File: config.mk
export PLATFORM = sky130hd
export DESIGN_NAME = ua_transmitter
export DESIGN_NICKNAME = d
export VERILOG_FILES = /design/src/rtl/ua_transmitter.sv
export SDC_FILE = /design/constraint.sdc
export NUM_CORES = 1
export LEC_CHECK = 0
export ABC_AREA = 1
export ABC_CLOCK_PERIOD_IN_PS = 1900
export CAP_MARGIN = 25
export CORE_MARGIN = 2
export CORE_UTILIZATION = 55
export DETAILED_ROUTE_END_ITERATION = 8
export DONT_BUFFER_PORTS = 1
export PLACE_DENSITY_LB_ADDON = 0.2
export SYNTH_ARGS = -nofsm -noshare
export SYNTH_HDL_FRONTEND = slang
export SYNTH_SLANG_ARGS = --single-unit
File: constraint.sdc
create_clock -name clk -period 1.9 [get_ports clk]
set_input_delay 0.095 -clock clk [delete_from_list [all_inputs] [get_ports clk]]
set_output_delay 0.095 -clock clk [all_outputs]
set_load 0.02 [all_outputs]
File: src/rtl/ua_transmitter.sv
// ua_transmitter: 8N1 UART transmitter driven by a shared baud x OVERSAMPLE
// enable tick. A one-byte holding register lets the next byte queue up while
// the current frame shifts out, so consecutive frames go out back-to-back.
module ua_transmitter #(
    parameter int OVERSAMPLE = 16,
    parameter int DATA_BITS  = 8,
    parameter int STOP_BITS  = 1
) (
    input  logic       clk,
    input  logic       rst,
    input  logic       enable,
    input  logic [7:0] din_byte,
    input  logic       din_wr,
    output logic       din_rdy,
    output logic       ser_out,
    output logic       tx_busy,
    output logic       tx_done,
    output logic       tx_overrun
);

    // Elaboration-time guards on the parameter ranges the datapath supports.
    if (DATA_BITS != 8) begin : g_bad_data_bits
        $error("ua_transmitter: DATA_BITS must be 8");
    end
    if (OVERSAMPLE < 2 || OVERSAMPLE > 16) begin : g_bad_oversample
        $error("ua_transmitter: OVERSAMPLE must be in 2..16");
    end
    if (STOP_BITS != 1 && STOP_BITS != 2) begin : g_bad_stop_bits
        $error("ua_transmitter: STOP_BITS must be 1 or 2");
    end

    localparam logic [2:0] ST_IDLE  = 3'd0;
    localparam logic [2:0] ST_START = 3'd1;
    localparam logic [2:0] ST_DATA  = 3'd2;
    localparam logic [2:0] ST_STOP  = 3'd3;

    localparam logic [3:0] TICK_LAST = 4'(OVERSAMPLE - 1);
    localparam logic [2:0] BIT_LAST  = 3'd7;
    localparam logic [2:0] STOP_LAST = 3'(STOP_BITS - 1);

    logic [2:0] state_q, state_d;
    logic [3:0] tick_cnt_q, tick_cnt_d;
    logic [2:0] bit_cnt_q, bit_cnt_d;
    logic [7:0] shift_q, shift_d;
    logic [7:0] hold_q, hold_d;
    logic       hold_full_q, hold_full_d;
    logic       ser_out_q, ser_out_d;
    logic       done_q, done_d;
    logic       overrun_q, overrun_d;
    logic       load;
    logic       accept;

    // Next-state logic: bit timing advances on enable ticks, holder writes on any clk.
    always_comb begin
        // NOTE: every signal assigned here gets a default first, so no path can infer a latch.
        state_d     = state_q;
        tick_cnt_d  = tick_cnt_q;
        bit_cnt_d   = bit_cnt_q;
        shift_d     = shift_q;
        hold_d      = hold_q;
        hold_full_d = hold_full_q;
        ser_out_d   = ser_out_q;
        done_d      = 1'b0;
        overrun_d   = overrun_q;
        load        = 1'b0;

        if (enable) begin
            case (state_q)
                ST_IDLE: begin
                    ser_out_d = 1'b1;
                    if (hold_full_q) begin
                        load       = 1'b1;
                        state_d    = ST_START;
                        tick_cnt_d = 4'd0;
                        shift_d    = hold_q;
                        ser_out_d  = 1'b0;
                    end
                end
                ST_START: begin
                    if (tick_cnt_q == TICK_LAST) begin
                        state_d    = ST_DATA;
                        tick_cnt_d = 4'd0;
                        bit_cnt_d  = 3'd0;
                        ser_out_d  = shift_q[0];
                    end else begin
                        tick_cnt_d = tick_cnt_q + 4'd1;
                    end
                end
                ST_DATA: begin
                    if (tick_cnt_q == TICK_LAST) begin
                        tick_cnt_d = 4'd0;
                        if (bit_cnt_q == BIT_LAST) begin
                            state_d   = ST_STOP;
                            bit_cnt_d = 3'd0;
                            ser_out_d = 1'b1;
                        end else begin
                            bit_cnt_d = bit_cnt_q + 3'd1;
                            shift_d   = {1'b0, shift_q[7:1]};
                            ser_out_d = shift_q[1];
                        end
                    end else begin
                        tick_cnt_d = tick_cnt_q + 4'd1;
                    end
                end
                ST_STOP: begin
                    if (tick_cnt_q == TICK_LAST) begin
                        tick_cnt_d = 4'd0;
                        if (bit_cnt_q == STOP_LAST) begin
                            // Frame complete; chain straight into the next one if queued.
                            bit_cnt_d = 3'd0;
                            done_d    = 1'b1;
                            if (hold_full_q) begin
                                load      = 1'b1;
                                state_d   = ST_START;
                                shift_d   = hold_q;
                                ser_out_d = 1'b0;
                            end else begin
                                state_d   = ST_IDLE;
                                ser_out_d = 1'b1;
                            end
                        end else begin
                            bit_cnt_d = bit_cnt_q + 3'd1;
                        end
                    end else begin
                        tick_cnt_d = tick_cnt_q + 4'd1;
                    end
                end
                default: begin
                    state_d    = ST_IDLE;
                    tick_cnt_d = 4'd0;
                    bit_cnt_d  = 3'd0;
                    ser_out_d  = 1'b1;
                end
            endcase
        end

        // The holder empties on a load, and a write in that same cycle refills it.
        accept = din_wr && (!hold_full_q || load);
        if (load) begin
            hold_full_d = 1'b0;
        end
        if (accept) begin
            hold_d      = din_byte;
            hold_full_d = 1'b1;
        end else if (din_wr) begin
            overrun_d = 1'b1;
        end
    end

    // State registers with asynchronous active-low reset; reset aborts any frame.
    always_ff @(posedge clk or negedge rst) begin
        if (!rst) begin
            state_q     <= ST_IDLE;
            tick_cnt_q  <= 4'd0;
            bit_cnt_q   <= 3'd0;
            shift_q     <= 8'd0;
            hold_q      <= 8'd0;
            hold_full_q <= 1'b0;
            ser_out_q   <= 1'b1;
            done_q      <= 1'b0;
            overrun_q   <= 1'b0;
        end else begin
            // NOTE: non-blocking assignments so every flop samples pre-edge values.
            state_q     <= state_d;
            tick_cnt_q  <= tick_cnt_d;
            bit_cnt_q   <= bit_cnt_d;
            shift_q     <= shift_d;
            hold_q      <= hold_d;
            hold_full_q <= hold_full_d;
            ser_out_q   <= ser_out_d;
            done_q      <= done_d;
            overrun_q   <= overrun_d;
        end
    end

    assign din_rdy    = !hold_full_q;
    assign ser_out    = ser_out_q;
    assign tx_busy    = (state_q != ST_IDLE);
    assign tx_done    = done_q;
    assign tx_overrun = overrun_q;

endmodule

==> run_results.csv, run 1 <==
group,metric,value,unit
placement,finalWeightedCongestion,0.8367,
detailed_routing,ant_nets,0,
critical_path,worstSetupStartpoint,"state_q[0]",
clocking,htreeDepth,2,
grt,grt_antenna_before_repair,0,
synthesis,synth_nets,192,
synthesis,synthesis.area,1551,um2
detailed_routing,via_count,1144,
critical_path,cp.required,2.11,ns
critical_path,critical_path.max_stage_delay,0.41,ns
synthesis,synth-seq-area-share,46.85,%
synthesis,syn_inst,171,
critical_path,ff2ff_path_depth,9,
timing,fin_crit,1.764,ns
synthesis,synth-compound-area-share,10.73,%
detailed_routing,avgRoutedWirePerCell,12.77,um
synthesis,ys_warn_count,0,
detailed_routing,viasPerCell,5.176,
floorplan,initial_utilization,57.25,%
timing,slew_violations,0,
timing,grt_setup_unrepaired,"false",
clocking,cts_buffers,5,
critical_path,critPathLaunchType,"flop",
detailed_routing,drc_errors,0,
critical_path,rr_endpoint,"bit_cnt_q[2]",
timing,worst_pin_slew,0.3279,ns
floorplan,die_y,57.11,um
clocking,ctsResizeCount,0,
timing,hold_slack,0.07273,ns
outcome,status,"finished clean",
critical_path,cp_common_cell,"nand2_2",
floorplan,die-area,3262,um2
clocking,numClockSinks,29,
critical_path,criticalPathCategory,"flop to flop",
grt,gr-total-overflow,0,
final_layout,utilization,66.34,%
floorplan,dieWidth,57.11,um
critical_path,crit_family,"simple AND/OR/NAND/NOR gates",
synthesis,avgSynthCellArea,9.073,um2
grt,grt_pass1_wl,5016,um
clocking,path_clk_slew,0.10,ns
critical_path,arrival,1.97,ns
critical_path,reg2reg_slack,0.14,ns
clocking,cts_root_buf,"clkbuf_4",
critical_path,critPathBufInv,2,
detailed_routing,dr.pass1.iters,4,
min_path,hp-class,"input port to flop",
timing,max_freq,566.7,MHz
synthesis,yosysTopAreaCell,"dfrtp_1",
final_layout,final_cell_mix,"nand2_1 (47), dfrtp_1 (28), inv_1 (13), nand3_1 (13)",
floorplan,core,2710,um2
synthesis,yosysTopAreaCellShare,45.16,%
grt,grt_max_degree,30,
flow_run,cap_violations,0,
synthesis,synth_top_family_by_area,"simple AND/OR/NAND/NOR gates",
grt,grt_pass1_vias,1162,
detailed_routing,drt-initial-drc-count,49,
pwr,p_leak,0.8770,nW
timing,skew,0.007761,ns
critical_path,cp_slowest_cell,"dfrtp_1",
synthesis,ys_ff_latch,29,
critical_path,cp_max_fo,11,
final_layout,layout-drive-gt1-share,19.47,%
timing,relSlewSlack,78.14,%
placement,dp_hpwl,1967,um
synthesis,synth_mux_area_share,4.516,%
timing,setup_viol,0,
final_layout,area_delta_synth_final,15.89,%
pwr,p_per_area,1511,nW/um2
critical_path,cp-end-kind,"flop",
placement,post_dp_cell_area,1578,um2
grt,grt.total_usage,20.49,%
synthesis,synthTopCellsByArea,"dfrtp_1 (45%), nand2_1 (11%), ha_1 (7.3%)",
timing,setup_tns,0,ns
floorplan,io_pins,17,
final_layout,diodes,0,
detailed_routing,drt_wl_total,2823,um
timing,finalHoldViolations,0,
critical_path,r2r-start,"state_q[0]",
critical_path,cp.depth,9,
critical_path,path_cells,"inv_1 -> ha_1 -> buf_4 -> o21ai_2 -> nand2_2 -> nor2_4 -> nand2_2 -> nand2_1 -> o21ai_1",
synthesis,synthSimpleGateAreaFrac,23.63,%
synthesis,synth_fa_ha_area_share,7.258,%
timing,fin_crit_sh,92.87,%
final_layout,num-nets-final,210,
final_layout,final_area,1798,um2
clocking,insertion_delay,0.32,ns
clocking,cts_tree,"yes",
synthesis,synth.distinct_cells,29,
clocking,clk_path_buf_depth,2,
synthesis,synth_xor_area_share,1.129,%
pwr,vdd_drop_max,1.253,mV
pwr,fin_total_pwr,2.716,mW
critical_path,cp-endpoint,"bit_cnt_q[2]",
placement,numPortBuffers,0,
final_layout,final_common_cell,"nand2_1",
floorplan,row_count,19,
-- per-layer routing --
layer | up-vias | global-route usage (%) | wire length, um
li1 | 592 | - | -
met1 | 521 | 25.37 | 1308
met2 | 24 | 32.35 | 1360
met3 | 7 | 8.163 | 105
met4 | 0 | 7.973 | 48
met5 | - | 0 | 0
-- synthesized netlist by cell type, drive strengths merged --
library cell   n
dfstp          1
clkbuf         1
or2            1
inv           17
o21ai         19
nor3           2
nand3         14
a21oi          3
ha             9
nor4           1
nand2         51
nor2           9
o21bai         1
buf            3
dfrtp         28
mux2i          7
nand4          1
xor2           1
o31ai          1
xnor2          1
-- sequential cells by signal (all words and copies together) (netlist names) --
| register | flops |
|---|---|
| ser_out | 1 |
| shift_q | 8 |
| bit_cnt_q | 3 |
| hold_full_q | 1 |
| tick_cnt_q | 4 |
| state_q | 2 |
| tx_overrun | 1 |
| hold_q | 8 |
| tx_done | 1 |
-- through the flow --
step	std cells	worst slack, ns
2_1_floorplan	171	0.2972
3_3_place_gp	200	0.1246
3_5_place_dp	200	0.08365
4_1_cts	220	0.06157
5_1_grt	221	0.007094
6_report	221	0.1355
-- where the power goes --
group          total (mW)  switching [mW]  leakage [nW]  internal (mW)
clock network       0.431           0.217        0.0413          0.214
logic                1.26           0.753         0.472          0.505
registers            1.03           0.178         0.364          0.850
total                2.72            1.15         0.877           1.57
-- area by class of cell --
cell class / count / area (um2)
flip-flops and latches: 29 / 726.9
well taps: 31 / 38.79
repair buffers: 15 / 165.2
clock buffers: 7 / 65.06
clock inverters: 1 / 5.005
fillers: 229 / 912.1
inverters: 17 / 63.81
multi-input cells: 121 / 733.2
-- timing repair --
item | 4_1_cts | 5_1_grt
hold buffers | 12 | 0
buffers inserted | 0 | 1
endpoints found under the hold margin | 42 | 0
setup endpoints to repair | 0 | 8
-- how the worst min path moves through the flow --
stage	cells after the start	end	slack (ns)	start
floorplan	0	bit_cnt_q[0]	-0.20	rst
global placement	0	tick_cnt_q[3]	-0.20	rst
detailed placement	0	tick_cnt_q[3]	-0.20	rst
CTS	2	shift_q[3]	0.07	enable
global route	3	shift_q[2]	0.04	enable
finish	3	shift_q[0]	0.07	enable
-- worst reg2reg max path: stages (launching register included) --
cell and delay, ns:
dfrtp_1 0.41, inv_1 0.10, ha_1 0.23, buf_4 0.20, o21ai_2 0.24, nand2_2 0.09
nor2_4 0.14, nand2_2 0.11, nand2_1 0.07, o21ai_1 0.06
-- kinds of logic (layout without fill, tap and decap cells) --
| kind of cell | after synthesis | after routing |
|---|---|---|
| muxes | 7 | 7 |
| AOI/OAI and AO/OA | 24 | 24 |
| DFF | 29 | 29 |
| adders and majority gates | 9 | 9 |
| xor gates and xnor gates | 2 | 2 |
| buffers and inverters | 21 | 40 |
| and+or+nand+nor | 79 | 79 |
Power figures use the tool's default switching activity.
==> inputs of run 2 (changes only) <==
--- a/config.mk
+++ b/config.mk
@@ -9,10 +9,11 @@
 export ABC_CLOCK_PERIOD_IN_PS = 1900
 export CAP_MARGIN = 25
 export CORE_MARGIN = 2
-export CORE_UTILIZATION = 55
+export CORE_UTILIZATION = 60
 export DETAILED_ROUTE_END_ITERATION = 8
 export DONT_BUFFER_PORTS = 1
 export PLACE_DENSITY_LB_ADDON = 0.2
+export SLEW_MARGIN = 20
 export SYNTH_ARGS = -nofsm -noshare
 export SYNTH_HDL_FRONTEND = slang
 export SYNTH_SLANG_ARGS = --single-unit
==> run 2 against run 1 <==
Effect of this change: clock power grew 22%; sequential share of layout area down 0.56 points; largest cell class unchanged; non-clock buffer count is 1 lower; wire length increased by 12%; count of clock-buffer cells in the layout is the same; die area fell by 7.8%; final area rose by 1.4%; clock skew increased by 0.0029 ns; combinational power is 6% higher; cell count decreased by 0.45%.
==> run_results.csv, run 2 (synthesized netlist as in run 1, its figures left out) <==
group,metric,value,unit
outcome,status,"finished clean",
detailed_routing,viasPerCell,5.495,
grt,grt_pass1_vias,1124,
clocking,cts_buffers,5,
final_layout,utilization,74.26,%
final_layout,num-nets-final,210,
clocking,cts_root_buf,"clkbuf_4",
final_layout,layout-drive-gt1-share,19.47,%
final_layout,area_delta_synth_final,17.50,%
grt,grt_antenna_before_repair,0,
clocking,postCtsSetupRepairBufs,0,
placement,post_dp_cell_area,1577,um2
clocking,numClockSinks,29,
detailed_routing,avgRoutedWirePerCell,14.38,um
timing,hold_slack,0.006852,ns
critical_path,cp_max_fo,9,
final_layout,final_cell_mix,"nand2_1 (47), dfrtp_1 (28), inv_1 (13), nand3_1 (13), dlygate4sd3_1 (11)",
pwr,p_seq_share,35.7,%
detailed_routing,ant_nets,0,
detailed_routing,drt_wl_total,3163,um
clocking,cts_tree,"yes",
timing,slew_violations,0,
pwr,power.internal,1.657,mW
placement,dp_hpwl,2082,um
clocking,path_clk_slew,0.09,ns
timing,relSlewSlack,78.26,%
pwr,p_per_area,1582,nW/um2
final_layout,final_common_cell,"nand2_1",
critical_path,arrival,2.02,ns
pwr,p_leak,0.8768,nW
detailed_routing,drt-initial-drc-count,37,
detailed_routing,drc_errors,0,
critical_path,cp.required,2.11,ns
final_layout,reg_top3,"hold_q (8), shift_q (8), tick_cnt_q (4)",
flow_run,cap_violations,0,
detailed_routing,via_count,1209,
floorplan,io_pins,17,
placement,finalWeightedCongestion,0.9051,
timing,fin_crit,1.807,ns
detailed_routing,dr.pass1.iters,4,
clocking,htreeDepth,2,
pwr,clkPwrFrac,18.2,%
floorplan,row_count,18,
grt,grt_max_degree,30,
pwr,vdd_drop_max,1.083,mV
clocking,insertion_delay,0.33,ns
final_layout,final_area,1823,um2
pwr,power_switching,1.227,mW
grt,grt.total_usage,23.64,%
pwr,fin_total_pwr,2.884,mW
final_layout,n_fill_cell,165,
timing,worst_pin_slew,0.3261,ns
grt,grt_pass1_wl,4899,um
final_layout,diodes,0,
timing,setup_viol,0,
placement,numPortBuffers,0,
pwr,swShare,42.54,%
floorplan,dieWidth,54.85,um
timing,finalHoldViolations,0,
floorplan,initial_utilization,63.20,%
floorplan,die_y,54.85,um
critical_path,criticalPathCategory,"flop to flop",
critical_path,cp-end-kind,"flop",
timing,fin_crit_sh,95.13,%
grt,gr-total-overflow,0,
timing,skew,0.01069,ns
timing,max_freq,553.3,MHz
floorplan,die-area,3009,um2
critical_path,critPathLaunchType,"flop",
clocking,clk_path_buf_depth,2,
floorplan,core,2455,um2
min_path,hp-class,"input port to flop",
pwr,pwr-share-comb,46.1,%
[run 2: cell types whose count changed in the layout (fill, tap and decap cells not counted)]
cell | before | now
bufinv_16 | 0 | 1
buf_12 | 2 | 1
clkbuf_1 | 0 | 1
nor2_1 | 7 | 6
nor2_2 | 1 | 2
clkinv_2 | 1 | 0
nand4_4 | 1 | 2
o21ai_4 | 0 | 1
clkbuf_8 | 2 | 1
o21ai_2 | 11 | 10
[run 2: final cells by class]
type	count	area (um2)	share of cell area, %
multi-input combinational	122	764.5	41.94
sequential	29	726.9	39.88
timing repair buffer	14	145.1	7.962
inverter	17	63.81	3.500
clock buffer	7	55.05	3.020
tap	30	37.54	2.059
clock inverter	1	30.03	1.647
[run 2: stage by stage]
step                setup slack [ns]    TNS, ns  std cells
finish                       0.09255          0        220
global route               -0.006015  -0.006015        220
CTS                          0.07113          0        219
detailed placement           0.08202          0        199
global placement              0.1823          0        199
floorplan                     0.2972          0        171
[run 2: power groups by stage]
stage               Combinational (mW)  Clock [mW]  Sequential (mW)
floorplan                         1.02           0            0.988
global placement                  1.14           0             1.03
detailed placement                1.19           0             1.03
CTS                               1.24       0.530             1.03
global route                      1.49       0.559             1.05
finish                            1.33       0.526             1.03
[run 2: worst paths after layout]
path | startpoint | depth (start not counted) | endpoint | slack [ns]
worst max-delay path | state_q[0] | 7 | shift_q[1] | 0.09
worst min-delay path | enable | 2 | shift_q[4] | 0.007
worst max register to register | state_q[0] | 7 | shift_q[1] | 0.09
worst min register to register | hold_q[7] | 2 | hold_q[7] | 0.49
max in group asynchronous | rst | 2 | ser_out | 1.45
min in group asynchronous | rst | 2 | tick_cnt_q[0] | 0.21
[run 2: per-layer routing]
| metal | share of wire [%] | global-route usage (%) | vias to the layer above |
|---|---|---|---|
| li1 | - | - | 592 |
| met1 | 44 | 29.40 | 568 |
| met2 | 50 | 37.50 | 40 |
| met3 | 4.4 | 6.831 | 9 |
| met4 | 2.0 | 11.25 | 0 |
| met5 | 0 | 0 | - |
[run 2: worst max-delay path, cell delays in order, from the launching register on]
cell	delay (ns)
dfrtp_1	0.40
inv_1	0.09
ha_1	0.29
buf_4	0.22
o21ai_2	0.28
nand4_4	0.22
nand2_1	0.13
o21ai_2	0.06
[run 2: repair_timing]
action                                  in CTS  in global routing
hold endpoints to repair                    40                  0
resized for setup                            0                  3
hold buffers                                12                  0
endpoints found under the setup margin       0                  3
==> inputs of run 3 (changes only) <==
==> constraint.sdc (replaced) <==
create_clock -name clk -period 1.9 [get_ports clk]
set_input_delay 0.095 -clock clk [delete_from_list [all_inputs] [get_ports clk]]
set_output_delay 0.095 -clock clk [all_outputs]
set_load 0.01 [all_outputs]
==> run 3 against run 2 <==
Effect of this change: wire length up 6.0%; via count up 3.7%; critical path depth up 2; die area unchanged; largest cell class unchanged.
==> run_results.csv, run 3 (synthesized netlist as in run 1, its figures left out) <==
group,metric,value,unit
clocking,numClockSinks,29,
floorplan,row_count,18,
final_layout,multi_input_area,733.2,um2
final_layout,n_fill_cell,172,
final_layout,num-nets-final,210,
outcome,status,"finished clean",
timing,grt_setup_unrepaired,"false",
placement,finalWeightedCongestion,0.9175,
min_path,worstHoldStart,"enable",
clocking,cts_root_buf,"clkbuf_4",
critical_path,cp_max_fo,16,
floorplan,core,2455,um2
grt,grt.total_usage,27.11,%
clocking,htreeDepth,2,
final_layout,final_common_cell,"nand2_1",
grt,grt_pass1_wl,5457,um
placement,numPortBuffers,0,
final_layout,reg_top3,"hold_q (8), shift_q (8), tick_cnt_q (4)",
clocking,insertion_delay,0.34,ns
pwr,vdd_drop_max,1.130,mV
flow_run,cap_violations,0,
grt,gr-total-overflow,0,
min_path,hp-class,"input port to flop",
final_layout,diodes,0,
clocking,cts_tree,"yes",
critical_path,arrival,1.98,ns
floorplan,initial_utilization,63.20,%
floorplan,io_pins,17,
timing,setup_tns,0,ns
detailed_routing,avgRoutedWirePerCell,15.24,um
final_layout,seq_area,726.9,um2
timing,fin_crit_sh,91.74,%
floorplan,die-area,3009,um2
timing,worst_pin_slew,0.3389,ns
timing,skew,0.01401,ns
detailed_routing,viasPerCell,5.700,
final_layout,utilization,73.80,%
critical_path,criticalPathCategory,"flop to flop",
grt,grt_antenna_before_repair,0,
critical_path,r2r-start,"state_q[0]",
detailed_routing,via_count,1254,
pwr,p_per_area,1584,nW/um2
placement,dp_hpwl,2232,um
detailed_routing,dr.pass1.iters,4,
critical_path,critPathLaunchType,"flop",
timing,relSlewSlack,77.33,%
detailed_routing,ant_nets,0,
final_layout,layout-drive-gt1-share,18.95,%
timing,setup_viol,0,
clocking,clk_path_buf_depth,2,
timing,finalHoldViolations,0,
critical_path,worstSetupStartpoint,"state_q[0]",
detailed_routing,drc_errors,0,
timing,slew_violations,0,
critical_path,cp-end-kind,"flop",
grt,grt_pass1_vias,1247,
final_layout,final_cell_mix,"nand2_1 (47), dfrtp_1 (28), inv_1 (13), nand3_1 (13)",
final_layout,area_delta_synth_final,16.77,%
detailed_routing,drt_wl_total,3353,um
detailed_routing,drt-initial-drc-count,30,
timing,max_freq,573.7,MHz
timing,fin_crit,1.743,ns
floorplan,dieWidth,54.85,um
clocking,cts_buffers,5,
clocking,path_clk_slew,0.10,ns
critical_path,cp.required,2.14,ns
floorplan,die_y,54.85,um
grt,grt_max_degree,30,
pwr,p_leak,0.8814,nW
==> run 3: cell count changes in the layout (fill, tap and decap cells not counted) <==
cell / previous run / this run
o21ai_4: 1 / 0
nand4_4: 2 / 1
nor2_1: 6 / 7
buf_12: 1 / 2
o21ai_2: 10 / 11
nor2_2: 2 / 1
==> run 3: path summary, 6_finish.rpt <==
kind	depth (start not counted)	to	slack (ns)
max in group asynchronous	2	ser_out	1.51
max reg2reg	9	shift_q[1]	0.16
min reg2reg	2	hold_q[6]	0.49
min in group asynchronous	2	tick_cnt_q[2]	0.17
max	9	shift_q[1]	0.16
min	3	shift_q[6]	0.05
==> run 3: cell type report <==
class / instances / share of cell area, %
clock inverters: 1 / 1.657
multi-input cells: 121 / 40.47
well taps: 30 / 2.072
repair buffers: 15 / 9.116
flip-flops and latches: 29 / 40.12
inverters: 17 / 3.522
clock buffers: 7 / 3.039
==> run 3: metrics by stage <==
step | power [mW] | cell area [um2] | instances | hold WS (ns) | setup WS [ns]
CTS | 2.811 | 1792 | 219 | 0.06600 | 0.06475
floorplan | 1.986 | 1551 | 171 | -0.2006 | 0.2972
detailed placement | 2.221 | 1577 | 199 | -0.1999 | 0.1102
global placement | 2.150 | 1577 | 199 | -0.1999 | 0.1817
finish | 2.869 | 1812 | 220 | 0.04577 | 0.1569
global route | 3.096 | 1812 | 220 | 0.03334 | 0.005962
==> run 3: repair_timing <==
item / CTS / global route
setup endpoints to repair: 0 / 8
hold buffers: 12 / 0
gates resized for setup: 0 / 0
endpoints found under the hold margin: 42 / 0
buffers inserted: 0 / 1
==> run 3: report_power, final <==
group / switching (mW) / internal (mW)
registers: 0.186 / 0.850
clock network: 0.231 / 0.314
logic: 0.783 / 0.505
==> run 3: layer usage <==
| layer | track usage [%] | wire [um] |
|---|---|---|
| met1 | 30.46 | 1394 |
| met2 | 45.63 | 1705 |
| met3 | 10.11 | 183 |
| met4 | 11.67 | 70 |
| met5 | 0 | 0 |
==> run 3: critical path: stages (launching register included) <==
cell,delay [ns]
dfrtp_1,0.44
inv_1,0.12
ha_1,0.27
inv_2,0.07
or2_4,0.24
o21ai_2,0.08
nand4_4,0.12
buf_12,0.17
nand2_1,0.07
o21ai_2,0.05
